## src/rtl/riscv_pkg.sv

```systemverilog
// Shared RV32I pipeline types: control bundle, ResultSrc encodings, ID/EX register layout.
// Latency: n/a (types and constants only).
// Backpressure: n/a.
package riscv_pkg;

    // Datapath width the registered bundle is laid out for; id_ex_stage XLEN must match.
    localparam int RV_XLEN = 32;

    // ResultSrc encodings, shared by the main decoder and the hazard interlock.
    localparam logic [1:0] RSRC_ALU = 2'b00;
    localparam logic [1:0] RSRC_MEM = 2'b01;
    localparam logic [1:0] RSRC_PC4 = 2'b10;

    typedef struct packed {
        logic       RegWrite;
        logic [1:0] ResultSrc;
        logic       MemWrite;
        logic       Jump;
        logic       Branch;
        logic       ALUSrc;
        logic [1:0] ImmSrc;
    } ctrl_s;

    // Everything held in the ID/EX pipeline register. All-zero is a bubble.
    typedef struct packed {
        ctrl_s               ctrl;
        logic [2:0]          alu_ctrl;
        logic                valid;
        logic [4:0]          rs1;
        logic [4:0]          rs2;
        logic [4:0]          rd;
        logic [RV_XLEN-1:0]  rd1;
        logic [RV_XLEN-1:0]  rd2;
        logic [RV_XLEN-1:0]  imm_ext;
        logic [RV_XLEN-1:0]  pc;
        logic [RV_XLEN-1:0]  pc_plus4;
    } id_ex_s;

endpackage

```

## src/rtl/id_ex_stage_hazard_detect.sv

```systemverilog
// Load-use and control-hazard interlock between Decode and Execute.
// Latency: purely combinational.
// Backpressure: stall_f_o/stall_d_o hold fetch and decode; flush_d_o squashes decode.
// Ports: D-side source indices and valid, E-side rd/ResultSrc/valid, pc_src_e_i
//        in; lu_o, stall_f_o, stall_d_o, flush_d_o out.
module hazard_detect
    import riscv_pkg::*;
(
    input  logic [4:0] rs1_d_i,
    input  logic [4:0] rs2_d_i,
    input  logic       valid_d_i,
    input  logic [4:0] rd_e_i,
    input  logic [1:0] result_src_e_i,
    input  logic       valid_e_i,
    input  logic       pc_src_e_i,
    output logic       lu_o,
    output logic       stall_f_o,
    output logic       stall_d_o,
    output logic       flush_d_o
);

    // rs2 is compared for every opcode: a spurious stall on an I-type is
    // cheaper than decoding which instructions really read rs2.
    assign lu_o = valid_e_i
                & (result_src_e_i == RSRC_MEM)
                & (rd_e_i != 5'd0)
                & valid_d_i
                & ((rs1_d_i == rd_e_i) | (rs2_d_i == rd_e_i));

    // A redirect discards D anyway, so holding fetch would only delay it.
    assign stall_f_o = lu_o & ~pc_src_e_i;
    assign stall_d_o = lu_o & ~pc_src_e_i;
    assign flush_d_o = pc_src_e_i;

endmodule

```

## src/rtl/id_ex_stage.sv

```systemverilog
// ID/EX pipeline register with load-use bubble, branch flush and saturating event counters.
// Latency: one cycle D->E; a load-use stall costs exactly one bubble.
// Backpressure: stall_f/stall_d hold upstream on load-use; flush_d squashes D on redirect.
// Ports: clk/rst; *_d decode-side bundle in; *_e execute-side bundle out;
//        pc_src_e redirect in; stall_f/stall_d/flush_d hazard controls; stall_cnt/flush_cnt.
module id_ex_stage
    import riscv_pkg::*;
#(
    parameter int XLEN  = 32,
    parameter int CNT_W = 16
) (
    input  logic             clk,
    input  logic             rst,
    input  ctrl_s            ctrl_d,
    input  logic [2:0]       alu_ctrl_d,
    input  logic             valid_d,
    input  logic [4:0]       rs1_d,
    input  logic [4:0]       rs2_d,
    input  logic [4:0]       rd_d,
    input  logic [XLEN-1:0]  rd1_d,
    input  logic [XLEN-1:0]  rd2_d,
    input  logic [XLEN-1:0]  imm_ext_d,
    input  logic [XLEN-1:0]  pc_d,
    input  logic [XLEN-1:0]  pc_plus4_d,
    input  logic             pc_src_e,
    output ctrl_s            ctrl_e,
    output logic [2:0]       alu_ctrl_e,
    output logic             valid_e,
    output logic [4:0]       rs1_e,
    output logic [4:0]       rs2_e,
    output logic [4:0]       rd_e,
    output logic [XLEN-1:0]  rd1_e,
    output logic [XLEN-1:0]  rd2_e,
    output logic [XLEN-1:0]  imm_ext_e,
    output logic [XLEN-1:0]  pc_e,
    output logic [XLEN-1:0]  pc_plus4_e,
    output logic             stall_f,
    output logic             stall_d,
    output logic             flush_d,
    output logic [CNT_W-1:0] stall_cnt,
    output logic [CNT_W-1:0] flush_cnt
);

    id_ex_s            id_ex_q, id_ex_d;
    logic [CNT_W-1:0]  stall_cnt_q, stall_cnt_d;
    logic [CNT_W-1:0]  flush_cnt_q, flush_cnt_d;
    logic              lu;

    hazard_detect u_hazard_detect (
        .rs1_d_i        (rs1_d),
        .rs2_d_i        (rs2_d),
        .valid_d_i      (valid_d),
        .rd_e_i         (id_ex_q.rd),
        .result_src_e_i (id_ex_q.ctrl.ResultSrc),
        .valid_e_i      (id_ex_q.valid),
        .pc_src_e_i     (pc_src_e),
        .lu_o           (lu),
        .stall_f_o      (stall_f),
        .stall_d_o      (stall_d),
        .flush_d_o      (flush_d)
    );

    always_comb begin
        id_ex_d     = '0;
        stall_cnt_d = stall_cnt_q;
        flush_cnt_d = flush_cnt_q;
        if (pc_src_e) begin
            // Wrong-path instruction in D is dropped; EX gets a bubble.
            if (flush_cnt_q != {CNT_W{1'b1}}) flush_cnt_d = flush_cnt_q + 1'b1;
        end else if (lu) begin
            // D is held upstream and re-presented; EX gets a bubble.
            if (stall_cnt_q != {CNT_W{1'b1}}) stall_cnt_d = stall_cnt_q + 1'b1;
        end else begin
            id_ex_d.ctrl     = valid_d ? ctrl_d : '0;
            id_ex_d.alu_ctrl = alu_ctrl_d;
            id_ex_d.valid    = valid_d;
            id_ex_d.rs1      = rs1_d;
            id_ex_d.rs2      = rs2_d;
            id_ex_d.rd       = rd_d;
            id_ex_d.rd1      = rd1_d;
            id_ex_d.rd2      = rd2_d;
            id_ex_d.imm_ext  = imm_ext_d;
            id_ex_d.pc       = pc_d;
            id_ex_d.pc_plus4 = pc_plus4_d;
        end
    end

    always_ff @(posedge clk or posedge rst) begin
        if (rst) begin
            id_ex_q     <= '0;
            stall_cnt_q <= '0;
            flush_cnt_q <= '0;
        end else begin
            id_ex_q     <= id_ex_d;
            stall_cnt_q <= stall_cnt_d;
            flush_cnt_q <= flush_cnt_d;
        end
    end

    assign ctrl_e     = id_ex_q.ctrl;
    assign alu_ctrl_e = id_ex_q.alu_ctrl;
    assign valid_e    = id_ex_q.valid;
    assign rs1_e      = id_ex_q.rs1;
    assign rs2_e      = id_ex_q.rs2;
    assign rd_e       = id_ex_q.rd;
    assign rd1_e      = id_ex_q.rd1;
    assign rd2_e      = id_ex_q.rd2;
    assign imm_ext_e  = id_ex_q.imm_ext;
    assign pc_e       = id_ex_q.pc;
    assign pc_plus4_e = id_ex_q.pc_plus4;
    assign stall_cnt  = stall_cnt_q;
    assign flush_cnt  = flush_cnt_q;

endmodule

```

## config.mk

```make
export PLATFORM = sky130hd
export DESIGN_NAME = id_ex_stage
export DESIGN_NICKNAME = d
export VERILOG_FILES = /design/src/rtl/riscv_pkg.sv /design/src/rtl/id_ex_stage_hazard_detect.sv /design/src/rtl/id_ex_stage.sv
export SDC_FILE = /design/constraint.sdc
export NUM_CORES = 1
export LEC_CHECK = 0
export BUFFER_PORTS_ARGS = -buffer_cell sky130_fd_sc_hd__clkbuf_2
export CAP_MARGIN = 20
export CORE_AREA = 2 2 161 163
export DETAILED_ROUTE_END_ITERATION = 6
export DIE_AREA = 0 0 163 165
export PLACE_DENSITY = 0.68
export REMOVE_ABC_BUFFERS = 1
export SYNTH_ARGS = -nofsm -noshare
export SYNTH_HDL_FRONTEND = slang
export SYNTH_SLANG_ARGS = --single-unit
export TNS_END_PERCENT = 30
```

## constraint.sdc

```tcl
create_clock -name clk -period 13.1 [get_ports clk]
set_input_delay 1.965 -clock clk [delete_from_list [all_inputs] [get_ports clk]]
set_output_delay 1.965 -clock clk [all_outputs]
set_load 0.02 [all_outputs]
```

* Word level (Yosys, flattened, before mapping)
Index checks and enable logic that the tools add are counted.
** Cells by class
- $add $sub $neg :: 2
- Equality and inequality tests :: 5
- Mux-type cells :: 3
- Bitwise operators :: 7
- Reduce and logical (&&, ||, !) cells :: 3
** Operator list (number)
- $mux 188 :: 2
- $add 16x1->16 const B :: 2
- $ne 16x16->1 const B :: 2
- $eq 5x5->1 :: 2
- $mux 9 :: 1
- $and 1x1->1 :: 5
- $reduce_bool 5->1 :: 1
- $reduce_and 3->1 :: 1
- $eq 2x1->1 const B :: 1
- $reduce_and 2->1 :: 1
- $not 1->1 :: 1
- $or 1x1->1 :: 1
** Storage, ports and cells
- Bits in registers :: 220
- Bits of input ports :: 191
- Output and inout bits :: 223
- Word-level logic and storage cells :: 39

* Logic depth before layout (Yosys ltp)
- Depth in word-level cells :: 7
- Mapped depth :: 7
- Gate-level depth less buffers :: 6

* Hierarchy
From an unflattened synthesis, not the netlist that was laid out.
** Unflattened totals
- Cells, all modules :: 564
- Area total of the unflattened synthesis :: 7693.6 um2
** Modules (own cells, without submodules)
- id_ex_stage :: instances 1, cells each 542, area each 7531.0 um2, sequential area each 5505.3 um2
- hazard_detect :: instances 1, cells each 22, area each 162.7 um2, sequential area each 0.0 um2

* Worst setup path after synthesis
OpenSTA, ideal clock, no wires.
- Kind :: input to output
- From :: input port rs1_d[4]
- To :: output port stall_f
- Data arrival time :: 3099 ps
- Required time :: 11135 ps
- Path slack :: 8036 ps
- Stages on the path :: 6
- Path buffers :: 1
- Cell sequence :: xnor2_1 > nand3_1 > o22ai_2 > nand2_1 > nor2_1 > buf_4
** On the way
- Longest elaborated chain between the ends :: 4
** RTL lines
- start: declaration :: RTL line id_ex_stage.sv:17 : input logic [4:0] rs1_d,
- $eq 5x5->1 :: RTL line id_ex_stage_hazard_detect.sv:28 : & ((rs1_d_i == rd_e_i) | (rs2_d_i == rd_e_i));
- $or 1x1->1 :: RTL line id_ex_stage_hazard_detect.sv:28
- $and 1x1->1 :: RTL line id_ex_stage_hazard_detect.sv:28
- $and 1x1->1
- end: declaration :: RTL line id_ex_stage.sv:37 : output logic stall_f,
Every way passes these cells.

* Worst setup path in the final report
- From :: input port rs1_d[4]
- To :: output port stall_d
** On the way
- Longest elaborated chain between the ends :: 4
** RTL lines
- $eq 5x5->1 :: RTL line id_ex_stage_hazard_detect.sv:28
- $or 1x1->1 :: RTL line id_ex_stage_hazard_detect.sv:28
- $and 1x1->1 :: RTL line id_ex_stage_hazard_detect.sv:28
- $and 1x1->1 :: RTL line id_ex_stage_hazard_detect.sv:32 : assign stall_d_o = lu_o & ~pc_src_e_i;
- end: declaration :: RTL line id_ex_stage.sv:38 : output logic stall_d,
Every way passes these cells.

==> metrics <==
fin. max-slew vios 0; Pwr Total 0.001666 W; NumNets Final around 1200; Seq cells post-synth 220; first-pass GRT wire length between 30000 and 40000 um; Critical Path, Cell by Cell clkbuf_2 > xnor2_1 > nand3_1 > o22ai_2 > nand2_1 > nor2_1 > clkbuf_2; PostCTS Resize Cnt 0; CP endpoint stall_d; setup_tns 0 ns; setup clock skew after layout between 0.02 and 0.025 ns; critical path's slowest cell o22ai_2; Post-CTS Repair Setup Buffers 0; min cycle time layout 5.186 ns; DP Area approximately 0.010 mm2; status completed; Comb power frac 11.5%; synth-to-layout area growth 42.45%; Syn Inst Count approximately 570; delay of the slowest critical-path stage around 0.35 ns; # hold bufs at CTS 0; Reg clk slew, reported paths roughly 0.06 ns; Wirelength per Cell about 16 um; CP Max Fanout 5; Setup Viol. Count Final 0; most frequent cells in the layout clkbuf_2 (413), dfrtp_1 (220), and2_1 (186), clkbuf_16 (25), xnor2_1 (22); Final ANT Viol Nets 0; core area about 0.025 mm2; layout cells sized above 1 a little under half; commonest non-fill, non-tap cell in the layout clkbuf_2; final-report hold violation count 0; Top Ports ~410; Starting Density between 30% and 40%; DIE WIDTH ~160 um; R2R cell count 6; clock buffer depth 3; vias per inst between 4 and 5; cell-internal power between 0.001 and 0.0015 W; Clk pwr share between 40% and 50%; Clock Latency Late Sink approximately 0.53 ns; Power Density about 150 mW/mm2; Root Buffer clkbuf_16; worst rel slew slack 39.29%; final WL approximately 22000 um; Ys Warns 0; Vert. Die Dim between 150 and 200 um; Worst EP required around 11 ns; Sw Pwr around 0.00042 W; Worst path most repeated cell clkbuf_2; Pre-antenna DRT Iters 4; gpl congestion between 0.7 and 0.8; mean post-synth cell area roughly 14 um2; DRC errors left 0; WS Path Type input pin to output port; total die area 0.02690 mm2; vias in the first global route just under 6000; CTS tree done; Hold WC Path Type register to register; gr usage total between 10% and 20%; Detail Placement HPWL 16310 um; clock buffer count from CTS 25; sw frac between 20% and 30%; area of the mapped netlist 0.007799 mm2; number of fill cells in the layout 2367; RSZ-0062 raised after global routing no; r2r setup slk between 10 and 15 ns; Layout Utilization 44.37%; period utilisation layout 39.59%; reg2reg end pc_e[17]; worst-case vdd ir drop roughly 110 uV; DRT iter0 DRCs between 200 and 300; Worst EP arrival ~3.2 ns; MaxCap Viol Count 0; Num Clock Sinks between 200 and 250; Vias between 5000 and 6000; post-synthesis sequential area ratio a little over two thirds; crit path launch type input pin; static leakage power 5.944 nW; # port buffers around 410; final instance area between 0.01 and 0.015 mm2; Site Rows 58; global route overflow 0; sequential share of power between 40 and 50%; Worst R2R Start rd_e[0]; CTS H-tree lvls 1; initial antenna violation count 4; CP Capture Type output port; post-synth cell types 39; largest net degree at the start of global routing between 150 and 200; Max Fclk between 150 and 200 MHz; Critical path origin rs1_d[4]; Least-Margin Pin Slew slightly above 0.9 ns
[registers in the layout, indices dropped and copies added (netlist names)]
| register | cells |
|---|---|
| ctrl_e | 9 |
| pc_plus4_e | 32 |
| rd2_e | 32 |
| rd_e | 5 |
| flush_cnt | 16 |
| valid_e | 1 |
| stall_cnt | 16 |
| rs1_e | 5 |
| pc_e | 32 |
| rs2_e | 5 |
| alu_ctrl_e | 3 |
| imm_ext_e | 32 |
| rd1_e | 32 |
[metrics by stage]
| step | std cells | setup WS, ns | hold slack [ns] |
|---|---|---|---|
| 2_1_floorplan | 548 | 5.114 | 0.5945 |
| 3_5_place_dp | 1294 | 7.919 | 0.5029 |
| 5_1_grt | 1339 | 7.770 | 0.5278 |
| 4_1_cts | 1337 | 7.912 | 0.5253 |
| 6_report | 1341 | 7.914 | 0.5183 |
| 3_3_place_gp | 1294 | 7.940 | 0.4816 |
[critical path: cells and delay by family]
kind	cells	cell delay, ns
XOR/XNOR	1	0.14
AND/OR/NAND/NOR	3	0.46
buffers and inverters	2	0.31
AO/OA/AOI/OAI	1	0.35
[cell type report]
class	instances	area [um2]	area share, %
flip-flops and latches	220	5505	49.56
multi-input cells	326	2188	19.70
repair buffers	417	2117	19.06
clock buffers	34	699.4	6.296
well taps	330	412.9	3.717
clock inverters	9	163.9	1.475
inverters	2	15.01	0.1352
diodes	3	7.507	0.06758
[worst min path at each step]
stage,start,end,slack (ns),cells past startpoint
after floorplan,flush_cnt[8],flush_cnt[8],0.59,1
after global placement,stall_cnt[9],stall_cnt[9],0.48,1
after detailed placement,stall_cnt[9],stall_cnt[9],0.50,1
after CTS,stall_cnt[9],stall_cnt[9],0.53,1
after global routing,stall_cnt[9],stall_cnt[9],0.53,1
final,stall_cnt[7],stall_cnt[7],0.52,1
[metal layers]
metal	up-vias	wire length, um	global-route usage, %
met5	-	13	0
met4	2	558	4.867
met3	46	2084	6.128
met2	236	11130	27.43
met1	2761	8080	18.44
li1	2666	-	-
[cells in the mapped netlist (all sizes together)]
master | instances | area (um2)
dfrtp | 220 | 5505
and2 | 186 | 1164
xnor2 | 22 | 192.7
nand2 | 20 | 75.07
clkbuf | 18 | 67.56
nand3 | 16 | 85.08
xor2 | 11 | 96.34
nor2 | 10 | 53.80
and3 | 8 | 50.05
nand4 | 8 | 50.05
mux2 | 7 | 82.57
nor3 | 7 | 46.30
buf | 5 | 30.02
nor4 | 5 | 56.31
a21oi | 4 | 35.04
or2 | 3 | 18.77
ha | 2 | 25.02
inv | 2 | 7.510
nand2b | 2 | 12.51
nor3b | 2 | 15.01
nor4b | 2 | 30.03
o21a | 2 | 15.01
and4 | 1 | 8.760
nand4b | 1 | 8.760
o2111ai | 1 | 8.760
o21ai | 1 | 5.000
o22a | 1 | 10.01
o22ai | 1 | 12.51
o31a | 1 | 8.760
or2b | 1 | 11.26
or4 | 1 | 11.26
[power by group through the flow]
stage          registers, W  clock network [W]  logic [W]
2_1_floorplan      0.000803                  0  0.0000548
3_3_place_gp       0.000756                  0   0.000192
6_report           0.000745           0.000730   0.000192
4_1_cts            0.000745           0.000751   0.000195
5_1_grt            0.000749           0.000785   0.000210
3_5_place_dp       0.000757                  0   0.000195
[cells by family (layout without fill, tap and decap cells)]
group | count (synthesis) | in the layout | synth area share, %
compound gates | 11 | 11 | 1.219
xor+xnor | 33 | 33 | 3.706
fa+ha+maj | 2 | 2 | 0.3208
buf+inv | 25 | 462 | 1.348
flops | 220 | 220 | 70.59
mux | 7 | 7 | 1.059
other cells | 0 | 3 | 0
simple gates | 273 | 273 | 21.76
Power figures use the tool's default switching activity.
